[config.mk]
export PLATFORM = sky130hd
export DESIGN_NAME = jtag_tap_ctrl_flat
export DESIGN_NICKNAME = d
export VERILOG_FILES = /design/src/rtl/jtag_pkg.sv /design/src/rtl/jtag_if.sv /design/src/rtl/jtag_tap_fsm.sv /design/src/rtl/jtag_tap_ctrl.sv /design/src/flat_wrapper.sv
export SDC_FILE = /design/constraint.sdc
export NUM_CORES = 1
export LEC_CHECK = 0
export ABC_AREA = 0
export BUFFER_PORTS_ARGS = -buffer_cell sky130_fd_sc_hd__buf_2
export CORE_MARGIN = 8
export CORE_UTILIZATION = 53
export CTS_BUF_LIST = sky130_fd_sc_hd__clkbuf_2
export CTS_CLUSTER_DIAMETER = 50
export DETAILED_ROUTE_END_ITERATION = 10
export GPL_TIMING_DRIVEN = 1
export PLACE_DENSITY = 0.78
export SETUP_SLACK_MARGIN = 0.1
export SLEW_MARGIN = 20
export SYNTH_ARGS = -nofsm -noshare
export SYNTH_HDL_FRONTEND = slang
export SYNTH_SLANG_ARGS = --single-unit
[constraint.sdc]
create_clock -name tck -period 1.85 [get_ports tck]
set_input_delay 0.185 -clock tck [delete_from_list [all_inputs] [get_ports tck]]
set_output_delay 0.185 -clock tck [all_outputs]
set_load 0.005 [all_outputs]
[src/rtl/jtag_pkg.sv]
// Shared TAP types and constants: the 16-state TAP enumeration, IR opcode helpers and
// the fixed IR capture pattern.
package jtag_pkg;

    typedef enum logic [3:0] {
        TAP_TLR,
        TAP_RTI,
        TAP_SEL_DR,
        TAP_CAP_DR,
        TAP_SHIFT_DR,
        TAP_EXIT1_DR,
        TAP_PAUSE_DR,
        TAP_EXIT2_DR,
        TAP_UPD_DR,
        TAP_SEL_IR,
        TAP_CAP_IR,
        TAP_SHIFT_IR,
        TAP_EXIT1_IR,
        TAP_PAUSE_IR,
        TAP_EXIT2_IR,
        TAP_UPD_IR
    } tap_state_e;

    localparam logic [1:0] IR_CAPTURE = 2'b01;

    function automatic logic [31:0] bypass_op(input int unsigned ir_width);
        return (32'd1 << ir_width) - 32'd1;
    endfunction

    function automatic logic [31:0] idcode_op(input int unsigned ir_width);
        return (ir_width >= 2) ? 32'd1 : 32'd0;
    endfunction

endpackage

[src/rtl/jtag_if.sv]
// Serial JTAG pin bundle: the master drives tms/tdi, the TAP slave returns tdo/tdo_en.
interface jtag_if;
    logic tms;
    logic tdi;
    logic tdo;
    logic tdo_en;

    modport master (output tms, output tdi, input tdo, input tdo_en);
    modport slave  (input tms, input tdi, output tdo, output tdo_en);
endinterface

[src/rtl/jtag_tap_fsm.sv]
// 16-state TAP state machine; the flags mark the state being left at the next tck edge,
// which is where the matching capture/shift/update action takes effect.
module jtag_tap_fsm
    import jtag_pkg::*;
(
    input  logic       tck,
    input  logic       trst,
    input  logic       tms,
    output tap_state_e state,
    output logic       tlr,
    output logic       cap_dr,
    output logic       shift_dr,
    output logic       upd_dr,
    output logic       cap_ir,
    output logic       shift_ir,
    output logic       upd_ir
);

    tap_state_e state_q;
    tap_state_e state_d;

    always_ff @(posedge tck) begin
        if (!trst) begin
            state_q <= TAP_TLR;
        end else begin
            state_q <= state_d;
        end
    end

    always_comb begin
        state_d = state_q;
        case (state_q)
            TAP_TLR:      state_d = tms ? TAP_TLR      : TAP_RTI;
            TAP_RTI:      state_d = tms ? TAP_SEL_DR   : TAP_RTI;
            TAP_SEL_DR:   state_d = tms ? TAP_SEL_IR   : TAP_CAP_DR;
            TAP_CAP_DR:   state_d = tms ? TAP_EXIT1_DR : TAP_SHIFT_DR;
            TAP_SHIFT_DR: state_d = tms ? TAP_EXIT1_DR : TAP_SHIFT_DR;
            TAP_EXIT1_DR: state_d = tms ? TAP_UPD_DR   : TAP_PAUSE_DR;
            TAP_PAUSE_DR: state_d = tms ? TAP_EXIT2_DR : TAP_PAUSE_DR;
            TAP_EXIT2_DR: state_d = tms ? TAP_UPD_DR   : TAP_SHIFT_DR;
            TAP_UPD_DR:   state_d = tms ? TAP_SEL_DR   : TAP_RTI;
            TAP_SEL_IR:   state_d = tms ? TAP_TLR      : TAP_CAP_IR;
            TAP_CAP_IR:   state_d = tms ? TAP_EXIT1_IR : TAP_SHIFT_IR;
            TAP_SHIFT_IR: state_d = tms ? TAP_EXIT1_IR : TAP_SHIFT_IR;
            TAP_EXIT1_IR: state_d = tms ? TAP_UPD_IR   : TAP_PAUSE_IR;
            TAP_PAUSE_IR: state_d = tms ? TAP_EXIT2_IR : TAP_PAUSE_IR;
            TAP_EXIT2_IR: state_d = tms ? TAP_UPD_IR   : TAP_SHIFT_IR;
            TAP_UPD_IR:   state_d = tms ? TAP_SEL_DR   : TAP_RTI;
            default:      state_d = TAP_TLR;
        endcase
    end

    assign state    = state_q;
    assign tlr      = (state_q == TAP_TLR);
    assign cap_dr   = (state_q == TAP_CAP_DR);
    assign shift_dr = (state_q == TAP_SHIFT_DR);
    assign upd_dr   = (state_q == TAP_UPD_DR);
    assign cap_ir   = (state_q == TAP_CAP_IR);
    assign shift_ir = (state_q == TAP_SHIFT_IR);
    assign upd_ir   = (state_q == TAP_UPD_IR);

endmodule

[src/rtl/jtag_tap_ctrl.sv]
// TAP controller top: instruction register, BYPASS/IDCODE and NUM_DR user data registers
// with parallel capture/update ports, plus the tdo multiplexer.
module jtag_tap_ctrl
    import jtag_pkg::*;
#(
    parameter int          IR_WIDTH   = 4,
    parameter int          DR_WIDTH   = 16,
    parameter int          NUM_DR     = 2,
    parameter logic [31:0] IDCODE_VAL = 32'h1000_0001
) (
    input  logic                       tck,
    input  logic                       trst,
    jtag_if.slave                      jtag,
    output logic [IR_WIDTH-1:0]        ir_q,
    input  logic [NUM_DR*DR_WIDTH-1:0] dr_cap_data,
    output logic [NUM_DR*DR_WIDTH-1:0] dr_upd_data,
    output logic [NUM_DR-1:0]          dr_upd_pulse
);

    localparam logic [IR_WIDTH-1:0] OP_BYPASS = IR_WIDTH'(bypass_op(IR_WIDTH));
    localparam logic [IR_WIDTH-1:0] OP_IDCODE = IR_WIDTH'(idcode_op(IR_WIDTH));

    tap_state_e state;
    logic tlr, cap_dr, shift_dr, upd_dr, cap_ir, shift_ir, upd_ir;

    jtag_tap_fsm u_fsm (
        .tck      (tck),
        .trst     (trst),
        .tms      (jtag.tms),
        .state    (state),
        .tlr      (tlr),
        .cap_dr   (cap_dr),
        .shift_dr (shift_dr),
        .upd_dr   (upd_dr),
        .cap_ir   (cap_ir),
        .shift_ir (shift_ir),
        .upd_ir   (upd_ir)
    );

    // Anything not IDCODE or a valid USER code (all-ones, 0, spare codes) selects BYPASS.
    logic [NUM_DR-1:0] sel_user;
    logic              sel_idcode;
    logic              sel_bypass;
    logic [NUM_DR-1:0] user_lsb;

    assign sel_idcode = (ir_q == OP_IDCODE) && (ir_q != OP_BYPASS);
    assign sel_bypass = !sel_idcode && !(|sel_user);

    logic [IR_WIDTH-1:0] ir_shift_q, ir_shift_d, ir_d;
    logic                bypass_q, bypass_d;
    logic [31:0]         idcode_q, idcode_d;

    always_comb begin
        ir_shift_d = ir_shift_q;
        ir_d       = ir_q;
        bypass_d   = bypass_q;
        idcode_d   = idcode_q;
        if (cap_ir) begin
            ir_shift_d = IR_WIDTH'(IR_CAPTURE);
        end else if (shift_ir) begin
            ir_shift_d = {jtag.tdi, ir_shift_q[IR_WIDTH-1:1]};
        end
        if (tlr) begin
            ir_d = OP_IDCODE;
        end else if (upd_ir) begin
            ir_d = ir_shift_q;
        end
        if (sel_bypass && cap_dr) begin
            bypass_d = 1'b0;
        end else if (sel_bypass && shift_dr) begin
            bypass_d = jtag.tdi;
        end
        if (sel_idcode && cap_dr) begin
            idcode_d = IDCODE_VAL;
        end else if (sel_idcode && shift_dr) begin
            idcode_d = {jtag.tdi, idcode_q[31:1]};
        end
    end

    always_ff @(posedge tck) begin
        if (!trst) begin
            ir_shift_q <= '0;
            ir_q       <= OP_IDCODE;
            bypass_q   <= 1'b0;
            idcode_q   <= '0;
        end else begin
            ir_shift_q <= ir_shift_d;
            ir_q       <= ir_d;
            bypass_q   <= bypass_d;
            idcode_q   <= idcode_d;
        end
    end

    for (genvar gi = 0; gi < NUM_DR; gi++) begin : g_user
        logic [DR_WIDTH-1:0] shift_q, shift_d;
        logic [DR_WIDTH-1:0] upd_q, upd_d;
        logic                pulse_q, pulse_d;

        assign sel_user[gi] = (ir_q == IR_WIDTH'(gi + 2));

        always_comb begin
            shift_d = shift_q;
            upd_d   = upd_q;
            pulse_d = 1'b0;
            if (sel_user[gi] && cap_dr) begin
                shift_d = dr_cap_data[gi*DR_WIDTH +: DR_WIDTH];
            end else if (sel_user[gi] && shift_dr) begin
                shift_d = DR_WIDTH'({jtag.tdi, shift_q} >> 1);
            end
            if (sel_user[gi] && upd_dr) begin
                upd_d   = shift_q;
                pulse_d = 1'b1;
            end
        end

        always_ff @(posedge tck) begin
            if (!trst) begin
                shift_q <= '0;
                upd_q   <= '0;
                pulse_q <= 1'b0;
            end else begin
                shift_q <= shift_d;
                upd_q   <= upd_d;
                pulse_q <= pulse_d;
            end
        end

        assign user_lsb[gi]                           = shift_q[0];
        assign dr_upd_data[gi*DR_WIDTH +: DR_WIDTH]   = upd_q;
        assign dr_upd_pulse[gi]                       = pulse_q;
    end

    assign jtag.tdo_en = (state == TAP_SHIFT_DR) || (state == TAP_SHIFT_IR);

    always_comb begin
        jtag.tdo = 1'b0;
        if (state == TAP_SHIFT_IR) begin
            jtag.tdo = ir_shift_q[0];
        end else if (state == TAP_SHIFT_DR) begin
            if (sel_idcode) begin
                jtag.tdo = idcode_q[0];
            end else if (sel_bypass) begin
                jtag.tdo = bypass_q;
            end else begin
                jtag.tdo = |(user_lsb & sel_user);
            end
        end
    end

endmodule

[src/flat_wrapper.sv]
// flat-port wrapper written by rule: the top's interface ports become plain ports
module jtag_tap_ctrl_flat import jtag_pkg::*;
#(
    parameter int          IR_WIDTH   = 4,
    parameter int          DR_WIDTH   = 16,
    parameter int          NUM_DR     = 2,
    parameter logic [31:0] IDCODE_VAL = 32'h1000_0001
)
  (tck, trst, ir_q, dr_cap_data, dr_upd_data, dr_upd_pulse, jtag_tms, jtag_tdi, jtag_tdo, jtag_tdo_en);
  jtag_if jtag_i ();
  input  logic tck;
  input  logic trst;
  output logic [IR_WIDTH-1:0] ir_q;
  input  logic [NUM_DR*DR_WIDTH-1:0] dr_cap_data;
  output logic [NUM_DR*DR_WIDTH-1:0] dr_upd_data;
  output logic [NUM_DR-1:0] dr_upd_pulse;
  input wire logic [$bits(jtag_i.tms)-1:0] jtag_tms;
  input wire logic [$bits(jtag_i.tdi)-1:0] jtag_tdi;
  output wire logic [$bits(jtag_i.tdo)-1:0] jtag_tdo;
  output wire logic [$bits(jtag_i.tdo_en)-1:0] jtag_tdo_en;
  assign jtag_i.tms = jtag_tms;
  assign jtag_i.tdi = jtag_tdi;
  assign jtag_tdo = jtag_i.tdo;
  assign jtag_tdo_en = jtag_i.tdo_en;
  jtag_tap_ctrl #(.IR_WIDTH(IR_WIDTH), .DR_WIDTH(DR_WIDTH), .NUM_DR(NUM_DR), .IDCODE_VAL(IDCODE_VAL)) u_core (.tck(tck), .trst(trst), .jtag(jtag_i), .ir_q(ir_q), .dr_cap_data(dr_cap_data), .dr_upd_data(dr_upd_data), .dr_upd_pulse(dr_upd_pulse));
endmodule
==> run_summary.xml, run 1 <==
<?xml version="1.0" encoding="UTF-8"?>
<metrics>
  <group name="status">
    <metric name="status" unit="">finished with violations</metric>
    <metric name="failed_checks" unit="">setup timing</metric>
  </group>
  <group name="timing">
    <metric name="report.final.slew_viol_count" unit="">0</metric>
    <metric name="hold_violations" unit="">0</metric>
    <metric name="fin_worst_skew" unit="ns">0.04054</metric>
    <metric name="worstMarginPinSlew" unit="ns">0.5251</metric>
    <metric name="max_slew_margin" unit="%">64.84</metric>
    <metric name="period_share" unit="%">131.1</metric>
    <metric name="setup_viol" unit="">96</metric>
    <metric name="grt_setup_unrepaired" unit="">true</metric>
    <metric name="max_clock_freq" unit="GHz">0.4123</metric>
    <metric name="tns" unit="ns">-23.98</metric>
    <metric name="min_period" unit="ns">2.425</metric>
    <metric name="final_critical_path_setup_slack" unit="ns">-0.5752</metric>
  </group>
  <group name="global_route">
    <metric name="grtUsageTotal" unit="%">25.46</metric>
    <metric name="total_grt_overflow" unit="">0</metric>
    <metric name="number_of_antenna_violations_at_the_first_check_in_global_routing" unit="">1</metric>
    <metric name="first_global_vias" unit="">5060</metric>
    <metric name="grt_max_degree" unit="">44</metric>
    <metric name="first_pass_grt_wire_length" unit="µm">26060</metric>
  </group>
  <group name="worst_setup_path">
    <metric name="cp_data_arrival_time" unit="ns">2.97</metric>
    <metric name="max_stage_delay" unit="ns">0.49</metric>
    <metric name="r2r-start" unit="">u_core.u_fsm.state[3]</metric>
    <metric name="end_kind" unit="">register</metric>
    <metric name="timing.setup.critical_path_class" unit="">register to register</metric>
    <metric name="critical-path-top-cell-by-count" unit="">sky130_fd_sc_hd__buf_6</metric>
    <metric name="rr_endpoint" unit="">u_core.g_user[1].shift_q[5]</metric>
    <metric name="critical_path.startpoint_type" unit="">register</metric>
    <metric name="worstRegToRegCells" unit="">9</metric>
    <metric name="crit_required" unit="ns">2.39</metric>
    <metric name="critical_path.max_fanout" unit="">4</metric>
    <metric name="timing.reg2reg.setup_slack" unit="ns">-0.58</metric>
    <metric name="worstPathCellList" unit="">buf_6, buf_6, buf_6, nor4bb_4, buf_4, buf_8, clkbuf_16, mux2i_1, o221ai_2</metric>
    <metric name="slowest_stage" unit="">sky130_fd_sc_hd__nor4bb_4</metric>
  </group>
  <group name="finish">
    <metric name="post_route_core_utilization" unit="%">80.67</metric>
    <metric name="nFillCells" unit="">468</metric>
    <metric name="multi_input_area" unit="µm²">2846</metric>
    <metric name="final_cell_mix" unit="">103 x sky130_fd_sc_hd__dfxtp_1, 75 x sky130_fd_sc_hd__buf_2, 71 x sky130_fd_sc_hd__nand3_1, 69 x sky130_fd_sc_hd__nand2_1, 35 x sky130_fd_sc_hd__dlygate4sd3_1</metric>
    <metric name="layout.cell_area.non_filler" unit="µm²">7069</metric>
    <metric name="post_route_cells_drive_above_1_share" unit="%">38.26</metric>
    <metric name="synthToLayoutAreaGrowth" unit="%">46.91</metric>
    <metric name="finalNonFillerCells" unit="">800</metric>
    <metric name="layout.area.seq" unit="µm²">2250</metric>
    <metric name="num-nets-final" unit="">721</metric>
    <metric name="layout_commonest_cell" unit="">sky130_fd_sc_hd__dfxtp_1</metric>
  </group>
  <group name="routing">
    <metric name="avgRoutedWirePerCell" unit="µm">26.00</metric>
    <metric name="finalWirelength" unit="µm">20800</metric>
    <metric name="num_vias" unit="">5645</metric>
    <metric name="detail_route.vias_per_cell" unit="">7.056</metric>
    <metric name="detail_route.first_pass.iterations" unit="">5</metric>
    <metric name="drt_iter0_markers" unit="">805</metric>
    <metric name="drc" unit="">0</metric>
    <metric name="ant_nets" unit="">0</metric>
  </group>
  <group name="synth">
    <metric name="ys_types" unit="">51</metric>
    <metric name="postSynthNetCount" unit="">587</metric>
    <metric name="synth-seq-area-share" unit="%">46.18</metric>
    <metric name="postSynthAreaPerCell" unit="µm²">8.733</metric>
    <metric name="netlist_area" unit="µm²">4812</metric>
    <metric name="synthArstFlopShare" unit="%">0</metric>
    <metric name="edff_count_synth" unit="">0</metric>
    <metric name="ys_ff_latch" unit="">111</metric>
    <metric name="post_synthesis_cells" unit="">551</metric>
    <metric name="synth_flop_cell" unit="">sky130_fd_sc_hd__dfxtp_1</metric>
    <metric name="synth-warning-count" unit="">0</metric>
  </group>
  <group name="pwr">
    <metric name="internal_power" unit="W">0.003120</metric>
    <metric name="share_seq_of_total_power" unit="%">56.2</metric>
    <metric name="power-per-cell-area" unit="nW/µm²">609.0</metric>
    <metric name="post-layout-total-power" unit="W">0.004306</metric>
    <metric name="p_clk_share" unit="%">32.1</metric>
    <metric name="switching_share" unit="%">27.54</metric>
    <metric name="peakVddDrop" unit="mV">0.3973</metric>
    <metric name="pwr-share-comb" unit="%">11.7</metric>
    <metric name="power.leakage" unit="nW">2.503</metric>
    <metric name="power.switching" unit="W">0.001186</metric>
  </group>
  <group name="die">
    <metric name="core-area" unit="µm²">8763</metric>
    <metric name="start_util" unit="%">54.91</metric>
    <metric name="die_width" unit="µm">111.3</metric>
    <metric name="io_pins" unit="">76</metric>
    <metric name="die-area" unit="µm²">12380</metric>
    <metric name="die_extent_in_y" unit="µm">111.3</metric>
    <metric name="core.rowCount" unit="">34</metric>
  </group>
  <group name="placement">
    <metric name="io_buf_count" unit="">75</metric>
    <metric name="dp_hpwl" unit="µm">8233</metric>
    <metric name="placed_cells" unit="">704</metric>
    <metric name="routabilityCongestion" unit="">0.7808</metric>
    <metric name="postPlaceCellArea" unit="µm²">5401</metric>
  </group>
  <group name="worst_hold_path">
    <metric name="min-delay-start" unit="">dr_cap_data[12]</metric>
    <metric name="whs_endpoint" unit="">u_core.g_user[0].shift_q[12]</metric>
    <metric name="holdCritPathClass" unit="">input pin to register</metric>
    <metric name="min_path_cells" unit="">4</metric>
  </group>
  <group name="clock_tree">
    <metric name="clk_transition_reported_paths" unit="ns">0.35</metric>
    <metric name="ctsRootBufferMaster" unit="">sky130_fd_sc_hd__clkbuf_2</metric>
    <metric name="tritoncts_clock_tree" unit="">done</metric>
    <metric name="ctsHtreeMaxLevel" unit="">3</metric>
    <metric name="numCtsBuffers" unit="">9</metric>
    <metric name="clock_sink_count" unit="">111</metric>
    <metric name="clk_latency" unit="ns">0.64</metric>
    <metric name="max-clock-path-buffers" unit="">2</metric>
  </group>
  <group name="job">
    <metric name="cap_violations" unit="">0</metric>
  </group>
</metrics>
[worst max-delay path: cells and delay by family (launching register included)]
kind / cells / cell delay (ns)
AOI/OAI and AO/OA: 1 / 0.18
DFF: 1 / 0.45
buffers and inverters: 6 / 0.89
muxes: 1 / 0.33
and+or+nand+nor: 1 / 0.49
[metrics by stage]
| stage | setup slack (ns) | hold slack (ns) |
|---|---|---|
| 6_report | -0.5752 | 0.3923 |
| 5_1_grt | -0.5687 | 0.3740 |
| 4_1_cts | -0.2904 | 0.3776 |
| 3_5_place_dp | 0.03863 | 0.4611 |
| 3_3_place_gp | 0.1378 | 0.4593 |
| 2_1_floorplan | 0.1056 | 0.3346 |
[power groups by stage]
stage | Clock (W) | Combinational [W] | Sequential [W]
global route | 0.00148 | 0.000517 | 0.00242
detailed placement | 0 | 0.000265 | 0.00246
CTS | 0.00133 | 0.000420 | 0.00242
finish | 0.00138 | 0.000502 | 0.00242
global placement | 0 | 0.000257 | 0.00246
floorplan | 0 | 0.000167 | 0.00245
[synth_stat cells (3+ instances only)]
cell type	number	area share [%]
sky130_fd_sc_hd__nor2b_1	3	0.39
sky130_fd_sc_hd__nand4_1	3	0.39
sky130_fd_sc_hd__inv_1	3	0.23
sky130_fd_sc_hd__o21ai_0	36	3.7
sky130_fd_sc_hd__o221ai_1	32	5.8
sky130_fd_sc_hd__buf_2	10	1.0
sky130_fd_sc_hd__nor2_1	10	0.78
sky130_fd_sc_hd__buf_1	4	0.31
sky130_fd_sc_hd__o22ai_1	29	3.8
sky130_fd_sc_hd__o211ai_1	3	0.47
sky130_fd_sc_hd__mux2i_1	35	7.3
sky130_fd_sc_hd__nand3_1	71	7.4
sky130_fd_sc_hd__a211oi_1	3	0.47
sky130_fd_sc_hd__nor4bb_1	3	0.62
sky130_fd_sc_hd__nand2_1	71	5.5
sky130_fd_sc_hd__a21oi_1	37	3.8
sky130_fd_sc_hd__dfxtp_1	111	46
sky130_fd_sc_hd__a31oi_1	3	0.39
sky130_fd_sc_hd__or4b_1	3	0.62
sky130_fd_sc_hd__clkbuf_1	45	3.5
[metal layers]
| metal | GRT usage [%] | share of wire, % | vias up |
|---|---|---|---|
| li1 | - | - | 2327 |
| met1 | 30.08 | 35 | 2615 |
| met2 | 41.92 | 46 | 537 |
| met3 | 6.169 | 11 | 166 |
| met4 | 12.89 | 7.9 | 0 |
| met5 | 0 | 0 | - |
[kinds of logic (layout without fill, tap and decap cells)]
logic type,Yosys count,after routing,synth area share [%]
other cells,0,2,0
compound gates,159,159,21.74
simple gates,177,177,18.41
xor+xnor,1,1,0.1820
buf+inv,67,206,5.980
mux,36,36,7.514
flops,111,111,46.18
[cell type report]
type / count / share of cell area [%]
diodes: 2 / 0.07080
clock buffers: 9 / 0.6372
clock inverters: 7 / 1.469
inverters: 3 / 0.1593
multi-input cells: 373 / 40.27
flip-flops and latches: 111 / 31.82
well taps: 108 / 1.912
repair buffers: 187 / 23.66
[how the worst max path moves through the flow]
| stage | start | endpoint | slack [ns] | cells after the start |
|---|---|---|---|---|
| final | u_core.u_fsm.state[3] | u_core.g_user[1].shift_q[5] | -0.58 | 9 |
| after global routing | u_core.ir_q[3] | jtag_tdo | -0.57 | 6 |
| after CTS | u_core.ir_q[3] | jtag_tdo | -0.29 | 4 |
| after detailed placement | u_core.u_fsm.state[0] | u_core.g_user[1].shift_q[12] | 0.04 | 5 |
| after global placement | u_core.u_fsm.state[2] | u_core.idcode_q[28] | 0.14 | 5 |
| after floorplan | u_core.u_fsm.state[0] | u_core.idcode_q[31] | 0.11 | 7 |
[timing repair]
item                                    CTS  global route
gates cloned                              8             4
endpoints found under the setup margin   55            87
gates resized for setup                  60           127
setup buffers                            25             7
pin swaps                                10            29
endpoints found under the hold margin    38             0
hold buffers                             35             0
[state kept, by name, indices dropped and copies added (netlist names)]
register and count:
u_core.bypass_q 1, u_core.g_user.shift_q 32, u_core.g_user.pulse_q 2, u_core.ir_q 4, u_core.g_user.upd_q 32, u_core.idcode_q 32
u_core.ir_shift_q 4, u_core.u_fsm.state 4
No activity file was read; power rests on OpenSTA's default activity.
==> run 2: changes to the inputs <==
==> constraint.sdc (replaced) <==
create_clock -name tck -period 1.85 [get_ports tck]
set_input_delay 0.555 -clock tck [delete_from_list [all_inputs] [get_ports tck]]
set_output_delay 0.555 -clock tck [all_outputs]
set_load 0.005 [all_outputs]
==> run_summary.xml, run 2 (synthesized netlist as in run 1, its figures left out) <==
<?xml version="1.0" encoding="UTF-8"?>
<metrics>
  <group name="status">
    <metric name="status" unit="">finished with violations</metric>
    <metric name="failed_checks" unit="">setup timing</metric>
  </group>
  <group name="finish">
    <metric name="reg.largest.list" unit="">u_core.g_user.shift_q x32, u_core.g_user.upd_q x32, u_core.idcode_q x32</metric>
    <metric name="layout_commonest_cell" unit="">sky130_fd_sc_hd__dfxtp_1</metric>
    <metric name="synthToLayoutAreaGrowth" unit="%">33.98</metric>
    <metric name="antenna-diode-count" unit="">0</metric>
    <metric name="post_route_cells_drive_above_1_share" unit="%">38.45</metric>
    <metric name="num-nets-final" unit="">676</metric>
    <metric name="final_cell_mix" unit="">92 x sky130_fd_sc_hd__dfxtp_1, 71 x sky130_fd_sc_hd__nand3_1, 71 x sky130_fd_sc_hd__buf_2, 69 x sky130_fd_sc_hd__nand2_1, 34 x sky130_fd_sc_hd__a21oi_1</metric>
  </group>
  <group name="clock_tree">
    <metric name="clk_latency" unit="ns">0.60</metric>
    <metric name="ctsRootBufferMaster" unit="">sky130_fd_sc_hd__clkbuf_2</metric>
    <metric name="clock_sink_count" unit="">111</metric>
    <metric name="numCtsBuffers" unit="">9</metric>
    <metric name="clk_transition_reported_paths" unit="ns">0.27</metric>
    <metric name="tritoncts_clock_tree" unit="">done</metric>
    <metric name="postCtsHoldBufs" unit="">0</metric>
    <metric name="ctsHtreeMaxLevel" unit="">3</metric>
    <metric name="max-clock-path-buffers" unit="">2</metric>
  </group>
  <group name="global_route">
    <metric name="grt_max_degree" unit="">35</metric>
    <metric name="total_grt_overflow" unit="">0</metric>
    <metric name="number_of_antenna_violations_at_the_first_check_in_global_routing" unit="">1</metric>
    <metric name="first_pass_grt_wire_length" unit="µm">22300</metric>
    <metric name="grtUsageTotal" unit="%">21.42</metric>
    <metric name="first_global_vias" unit="">4401</metric>
  </group>
  <group name="timing">
    <metric name="final_critical_path_setup_slack" unit="ns">-0.6499</metric>
    <metric name="period_share" unit="%">135.1</metric>
    <metric name="min_period" unit="ns">2.500</metric>
    <metric name="hold_violations" unit="">0</metric>
    <metric name="setup_viol" unit="">37</metric>
    <metric name="report.final.slew_viol_count" unit="">0</metric>
    <metric name="grt_setup_unrepaired" unit="">true</metric>
    <metric name="tns" unit="ns">-6.921</metric>
    <metric name="fin_worst_skew" unit="ns">0.02050</metric>
    <metric name="max_clock_freq" unit="GHz">0.4000</metric>
    <metric name="max_slew_margin" unit="%">54.02</metric>
    <metric name="worstMarginPinSlew" unit="ns">0.6808</metric>
  </group>
  <group name="worst_setup_path">
    <metric name="r2r-start" unit="">u_core.u_fsm.state[0]</metric>
    <metric name="worstPathCellList" unit="">or4b_4, o21ai_2, a22oi_1, buf_2</metric>
    <metric name="critical_path.startpoint_type" unit="">register</metric>
    <metric name="crit_required" unit="ns">1.29</metric>
    <metric name="max_stage_delay" unit="ns">0.56</metric>
    <metric name="timing.setup.critical_path_class" unit="">register to output port</metric>
    <metric name="critical_path.max_fanout" unit="">2</metric>
    <metric name="timing.reg2reg.setup_slack" unit="ns">-0.22</metric>
    <metric name="worstRegToRegCells" unit="">9</metric>
    <metric name="slowest_stage" unit="">sky130_fd_sc_hd__or4b_4</metric>
    <metric name="cp_data_arrival_time" unit="ns">1.94</metric>
    <metric name="end_kind" unit="">output port</metric>
    <metric name="rr_endpoint" unit="">u_core.idcode_q[1]</metric>
  </group>
  <group name="pwr">
    <metric name="peakVddDrop" unit="mV">0.5996</metric>
    <metric name="power-per-cell-area" unit="nW/µm²">590.5</metric>
    <metric name="power.leakage" unit="nW">2.266</metric>
  </group>
  <group name="routing">
    <metric name="finalWirelength" unit="µm">14500</metric>
    <metric name="drt_iter0_markers" unit="">288</metric>
    <metric name="drc" unit="">0</metric>
    <metric name="num_vias" unit="">4748</metric>
    <metric name="detail_route.first_pass.iterations" unit="">5</metric>
    <metric name="avgRoutedWirePerCell" unit="µm">19.26</metric>
    <metric name="detail_route.vias_per_cell" unit="">6.305</metric>
    <metric name="ant_nets" unit="">0</metric>
  </group>
  <group name="die">
    <metric name="die-area" unit="µm²">12380</metric>
    <metric name="die_extent_in_y" unit="µm">111.3</metric>
    <metric name="die_width" unit="µm">111.3</metric>
    <metric name="core-area" unit="µm²">8763</metric>
    <metric name="io_pins" unit="">76</metric>
    <metric name="core.rowCount" unit="">34</metric>
    <metric name="start_util" unit="%">54.91</metric>
  </group>
  <group name="worst_hold_path">
    <metric name="min-delay-start" unit="">jtag_tdi</metric>
    <metric name="whs_endpoint" unit="">u_core.ir_shift_q[3]</metric>
    <metric name="min_path_cells" unit="">3</metric>
    <metric name="holdCritPathClass" unit="">input pin to register</metric>
  </group>
  <group name="placement">
    <metric name="routabilityCongestion" unit="">0.8338</metric>
    <metric name="dpl_worst_slack" unit="ns">-0.05478</metric>
    <metric name="dp_hpwl" unit="µm">8435</metric>
    <metric name="io_buf_count" unit="">75</metric>
  </group>
  <group name="job">
    <metric name="cap_violations" unit="">0</metric>
  </group>
</metrics>
## run 2: changes by cell type in the layout (fill, tap and decap cells not counted), sizes merged, moves of 2 or more
cell         change
dlygate4sd3     -35
buf             -11
bufinv           -2
clkbuf           +2
diode            -2
## run 2: metrics by stage
step / instance area [µm²] / utilization (%) / power, W / instances / hold WS, ns
global route: 6447 / 73.57 / 0.003953 / 753 / 0.1996
global placement: 5455 / 62.25 / 0.002722 / 712 / 0.4540
finish: 6447 / 73.57 / 0.003808 / 753 / 0.2470
floorplan: 4837 / - / 0.002623 / 551 / 0.4444
CTS: 6162 / 70.32 / 0.003767 / 746 / 0.2122
detailed placement: 5455 / 62.25 / 0.002730 / 712 / 0.4645
## run 2: what timing repair did
item	4_1_cts	5_1_grt
cloned	6	3
endpoints found under the hold margin	0	0
endpoints found under the setup margin	75	93
pin swaps	8	9
gates resized for setup	87	76
buffers inserted	12	4
## run 2: worst max-delay path, delay by kind of cell, from the launching register on
family,cells,cell delay [ns]
simple gates,1,0.56
buf+inv,1,0.15
compound gates,2,0.26
flops,1,0.39
## run 2: layout make-up
class	count	area, µm²
inverters	3	11.26
fillers	581	2316
multi-input cells	373	2715
well taps	108	135.1
clock inverters	6	42.54
repair buffers	142	1237
flip-flops and latches	111	2256
clock buffers	10	50.05
## run 2: report_power, final
part / switching [W] / total, W / internal, W
registers: 0.0000105 / 0.00242 / 0.00241
logic: 0.000213 / 0.000399 / 0.000186
clock network: 0.000804 / 0.000991 / 0.000188
## run 2: how the worst max path moves through the flow
stage	endpoint	slack [ns]	start
after floorplan	jtag_tdo	0.08	u_core.ir_q[3]
after detailed placement	jtag_tdo	-0.05	u_core.u_fsm.state[2]
after global routing	jtag_tdo	-0.76	u_core.ir_q[3]
after global placement	u_core.idcode_q[28]	0.03	u_core.u_fsm.state[2]
after CTS	jtag_tdo	-0.62	u_core.ir_q[3]
final	jtag_tdo	-0.65	u_core.ir_q[3]
## run 2: per-layer routing
| layer | wire, µm | track usage (%) | share of wire [%] |
|---|---|---|---|
| met2 | 7384 | 36.15 | 51 |
| met5 | 10 | 0 | 0.069 |
| met4 | 287 | 7.467 | 2.0 |
| met3 | 1033 | 6.061 | 7.1 |
| met1 | 5784 | 25.29 | 40 |
==> run 3: changes to the inputs <==
--- a/config.mk
+++ b/config.mk
@@ -8,13 +8,14 @@
 export ABC_AREA = 0
 export BUFFER_PORTS_ARGS = -buffer_cell sky130_fd_sc_hd__buf_2
 export CORE_MARGIN = 8
-export CORE_UTILIZATION = 53
+export CORE_UTILIZATION = 63
 export CTS_BUF_LIST = sky130_fd_sc_hd__clkbuf_2
 export CTS_CLUSTER_DIAMETER = 50
 export DETAILED_ROUTE_END_ITERATION = 10
 export GPL_TIMING_DRIVEN = 1
-export PLACE_DENSITY = 0.78
+export PLACE_DENSITY = 0.9
 export SETUP_SLACK_MARGIN = 0.1
+export SKIP_CTS_REPAIR_TIMING = 1
 export SLEW_MARGIN = 20
 export SYNTH_ARGS = -nofsm -noshare
 export SYNTH_HDL_FRONTEND = slang
==> constraint.sdc (replaced) <==
create_clock -name tck -period 3.05 [get_ports tck]
set_input_delay 0.915 -clock tck [delete_from_list [all_inputs] [get_ports tck]]
set_output_delay 0.915 -clock tck [all_outputs]
set_load 0.005 [all_outputs]
==> run_summary.xml, run 3 (synthesized netlist as in run 1, its figures left out) <==
<?xml version="1.0" encoding="UTF-8"?>
<metrics>
  <group name="clock_tree">
    <metric name="clk_transition_reported_paths" unit="ns">0.28</metric>
    <metric name="numCtsBuffers" unit="">9</metric>
    <metric name="ctsHtreeMaxLevel" unit="">3</metric>
    <metric name="max-clock-path-buffers" unit="">2</metric>
    <metric name="clock_sink_count" unit="">111</metric>
    <metric name="tritoncts_clock_tree" unit="">done</metric>
    <metric name="ctsRootBufferMaster" unit="">sky130_fd_sc_hd__clkbuf_2</metric>
    <metric name="clk_latency" unit="ns">0.60</metric>
  </group>
  <group name="die">
    <metric name="die_width" unit="µm">103.4</metric>
    <metric name="die_extent_in_y" unit="µm">103.4</metric>
    <metric name="core.rowCount" unit="">32</metric>
    <metric name="die-area" unit="µm²">10690</metric>
    <metric name="start_util" unit="%">63.59</metric>
    <metric name="io_pins" unit="">76</metric>
    <metric name="core-area" unit="µm²">7567</metric>
  </group>
  <group name="pwr">
    <metric name="p_clk_share" unit="%">30.4</metric>
    <metric name="share_seq_of_total_power" unit="%">63.5</metric>
    <metric name="pwr-share-comb" unit="%">6.1</metric>
    <metric name="power-per-cell-area" unit="nW/µm²">431.7</metric>
    <metric name="internal_power" unit="W">0.001722</metric>
    <metric name="power.switching" unit="W">0.0006007</metric>
    <metric name="power.leakage" unit="nW">1.864</metric>
    <metric name="post-layout-total-power" unit="W">0.002323</metric>
    <metric name="peakVddDrop" unit="mV">0.3510</metric>
    <metric name="switching_share" unit="%">25.86</metric>
  </group>
  <group name="global_route">
    <metric name="number_of_antenna_violations_at_the_first_check_in_global_routing" unit="">0</metric>
    <metric name="grtUsageTotal" unit="%">21.95</metric>
    <metric name="grt_max_degree" unit="">46</metric>
    <metric name="first_global_vias" unit="">3978</metric>
    <metric name="total_grt_overflow" unit="">0</metric>
    <metric name="first_pass_grt_wire_length" unit="µm">18700</metric>
  </group>
  <group name="finish">
    <metric name="final_cell_mix" unit="">104 x sky130_fd_sc_hd__dfxtp_1, 75 x sky130_fd_sc_hd__buf_2, 71 x sky130_fd_sc_hd__nand2_1, 71 x sky130_fd_sc_hd__nand3_1, 36 x sky130_fd_sc_hd__a21oi_1</metric>
    <metric name="antenna-diode-count" unit="">0</metric>
    <metric name="synthToLayoutAreaGrowth" unit="%">11.83</metric>
    <metric name="nFillCells" unit="">556</metric>
    <metric name="reg.largest.list" unit="">u_core.g_user.shift_q x32, u_core.g_user.upd_q x32, u_core.idcode_q x32</metric>
    <metric name="layout_commonest_cell" unit="">sky130_fd_sc_hd__dfxtp_1</metric>
    <metric name="num-nets-final" unit="">627</metric>
    <metric name="post_route_core_utilization" unit="%">71.11</metric>
    <metric name="post_route_cells_drive_above_1_share" unit="%">21.64</metric>
  </group>
  <group name="routing">
    <metric name="finalWirelength" unit="µm">11650</metric>
    <metric name="detail_route.vias_per_cell" unit="">6.222</metric>
    <metric name="met3WireLength" unit="µm">808</metric>
    <metric name="num_vias" unit="">4343</metric>
    <metric name="drc" unit="">0</metric>
    <metric name="avgRoutedWirePerCell" unit="µm">16.69</metric>
    <metric name="highest_layer" unit="">met4</metric>
    <metric name="ant_nets" unit="">0</metric>
    <metric name="drt_iter0_markers" unit="">326</metric>
    <metric name="detailroute.wirelength.met2" unit="µm">5850</metric>
    <metric name="routedLengthMet1" unit="µm">4847</metric>
    <metric name="detail_route.first_pass.iterations" unit="">7</metric>
  </group>
  <group name="worst_setup_path">
    <metric name="cp_data_arrival_time" unit="ns">1.96</metric>
    <metric name="worstPathCellList" unit="">or4b_1, o21ai_1, a22oi_1, buf_2</metric>
    <metric name="r2r-start" unit="">u_core.u_fsm.state[3]</metric>
    <metric name="crit_cells" unit="">4</metric>
    <metric name="critical_path.startpoint_type" unit="">register</metric>
    <metric name="crit_required" unit="ns">2.13</metric>
    <metric name="slowest_stage" unit="">sky130_fd_sc_hd__or4b_1</metric>
    <metric name="path_buf_inv" unit="">1</metric>
    <metric name="worstRegToRegCells" unit="">4</metric>
    <metric name="end_kind" unit="">output port</metric>
    <metric name="max_stage_delay" unit="ns">0.58</metric>
    <metric name="critical_path.max_fanout" unit="">5</metric>
    <metric name="timing.setup.critical_path_class" unit="">register to output port</metric>
    <metric name="timing.reg2reg.setup_slack" unit="ns">0.73</metric>
    <metric name="worst_path_dominant_cell_family" unit="">simple AND/OR/NAND/NOR gates</metric>
    <metric name="rr_endpoint" unit="">u_core.g_user[0].upd_q[7]</metric>
  </group>
  <group name="job">
    <metric name="cap_violations" unit="">0</metric>
  </group>
  <group name="timing">
    <metric name="whs" unit="ns">0.4872</metric>
    <metric name="max_slew_margin" unit="%">32.22</metric>
    <metric name="final_critical_path_setup_slack" unit="ns">0.1730</metric>
    <metric name="period_share" unit="%">94.33</metric>
    <metric name="fin_worst_skew" unit="ns">0.04004</metric>
    <metric name="grt_setup_unrepaired" unit="">true</metric>
    <metric name="hold_violations" unit="">0</metric>
    <metric name="worstMarginPinSlew" unit="ns">1.017</metric>
    <metric name="min_period" unit="ns">2.877</metric>
    <metric name="tns" unit="ns">0</metric>
    <metric name="report.final.slew_viol_count" unit="">0</metric>
    <metric name="max_clock_freq" unit="GHz">0.3476</metric>
    <metric name="setup_viol" unit="">0</metric>
  </group>
  <group name="worst_hold_path">
    <metric name="min_path_cells" unit="">2</metric>
    <metric name="holdCritPathClass" unit="">register to register</metric>
    <metric name="min-delay-start" unit="">u_core.idcode_q[22]</metric>
    <metric name="whs_endpoint" unit="">u_core.idcode_q[21]</metric>
  </group>
  <group name="status">
    <metric name="status" unit="">completed</metric>
  </group>
  <group name="placement">
    <metric name="routabilityCongestion" unit="">0.8537</metric>
    <metric name="dpl_worst_slack" unit="ns">0.5891</metric>
    <metric name="dp_hpwl" unit="µm">7764</metric>
    <metric name="io_buf_count" unit="">75</metric>
  </group>
</metrics>
[run 3: cell count changes in the layout (fill, tap and decap cells not counted), moves of 12 or more]
cell,previous run,this run
sky130_fd_sc_hd__o21ai_0,6,35
sky130_fd_sc_hd__o21ai_1,19,1
sky130_fd_sc_hd__buf_6,21,1
sky130_fd_sc_hd__dfxtp_1,92,104
sky130_fd_sc_hd__o22ai_1,2,29
sky130_fd_sc_hd__buf_4,31,16
sky130_fd_sc_hd__o22ai_2,27,0
sky130_fd_sc_hd__dfxtp_2,15,3
[run 3: worst max path at each step]
stage / from / to / slack, ns
finish: u_core.ir_q[3] / jtag_tdo / 0.17
floorplan: u_core.ir_q[0] / jtag_tdo / 0.80
detailed placement: u_core.u_fsm.state[2] / u_core.idcode_q[28] / 0.59
CTS: u_core.u_fsm.state[1] / jtag_tdo / -0.1
global placement: u_core.u_fsm.state[1] / jtag_tdo / 0.67
global route: u_core.ir_q[3] / jtag_tdo / 0.06
[run 3: power groups by stage]
stage | Clock (W) | Sequential [W] | Combinational, W
after floorplan | 0 | 0.00149 | 0.000101
after global placement | 0 | 0.00150 | 0.000136
after detailed placement | 0 | 0.00150 | 0.000140
after CTS | 0.000711 | 0.00148 | 0.000140
after global routing | 0.000780 | 0.00148 | 0.000155
final | 0.000707 | 0.00147 | 0.000142
[run 3: worst register-to-register path: stages, from the launching register on]
cell and delay, ns:
sky130_fd_sc_hd__dfxtp_1 0.60, sky130_fd_sc_hd__buf_4 0.28, sky130_fd_sc_hd__or4b_2 0.93, sky130_fd_sc_hd__o21ai_0 0.30, sky130_fd_sc_hd__a21oi_1 0.10
[run 3: per-stage QoR]
step / std cells / area [µm²]
after CTS: 695 / 5325
after detailed placement: 679 / 5197
after floorplan: 551 / 4812
after global placement: 679 / 5197
final: 698 / 5381
after global routing: 698 / 5381
[run 3: layout make-up]
cell class                 instances  area [µm²]  share of cell area, %
timing repair buffer              93       526.8                  9.788
tap                              102       127.6                  2.372
inverter                           3       11.26                 0.2093
multi-input combinational        373        2347                  43.62
sequential                       111        2241                  41.64
clock buffer                      10       50.05                 0.9300
clock inverter                     6       77.57                  1.442
[run 3: per-layer routing]
layer / vias up / global-route usage [%]
met4: 0 / 7.119
met3: 19 / 4.819
met1: 2055 / 27.72
met2: 152 / 36.29
li1: 2117 / -
met5: - / 0
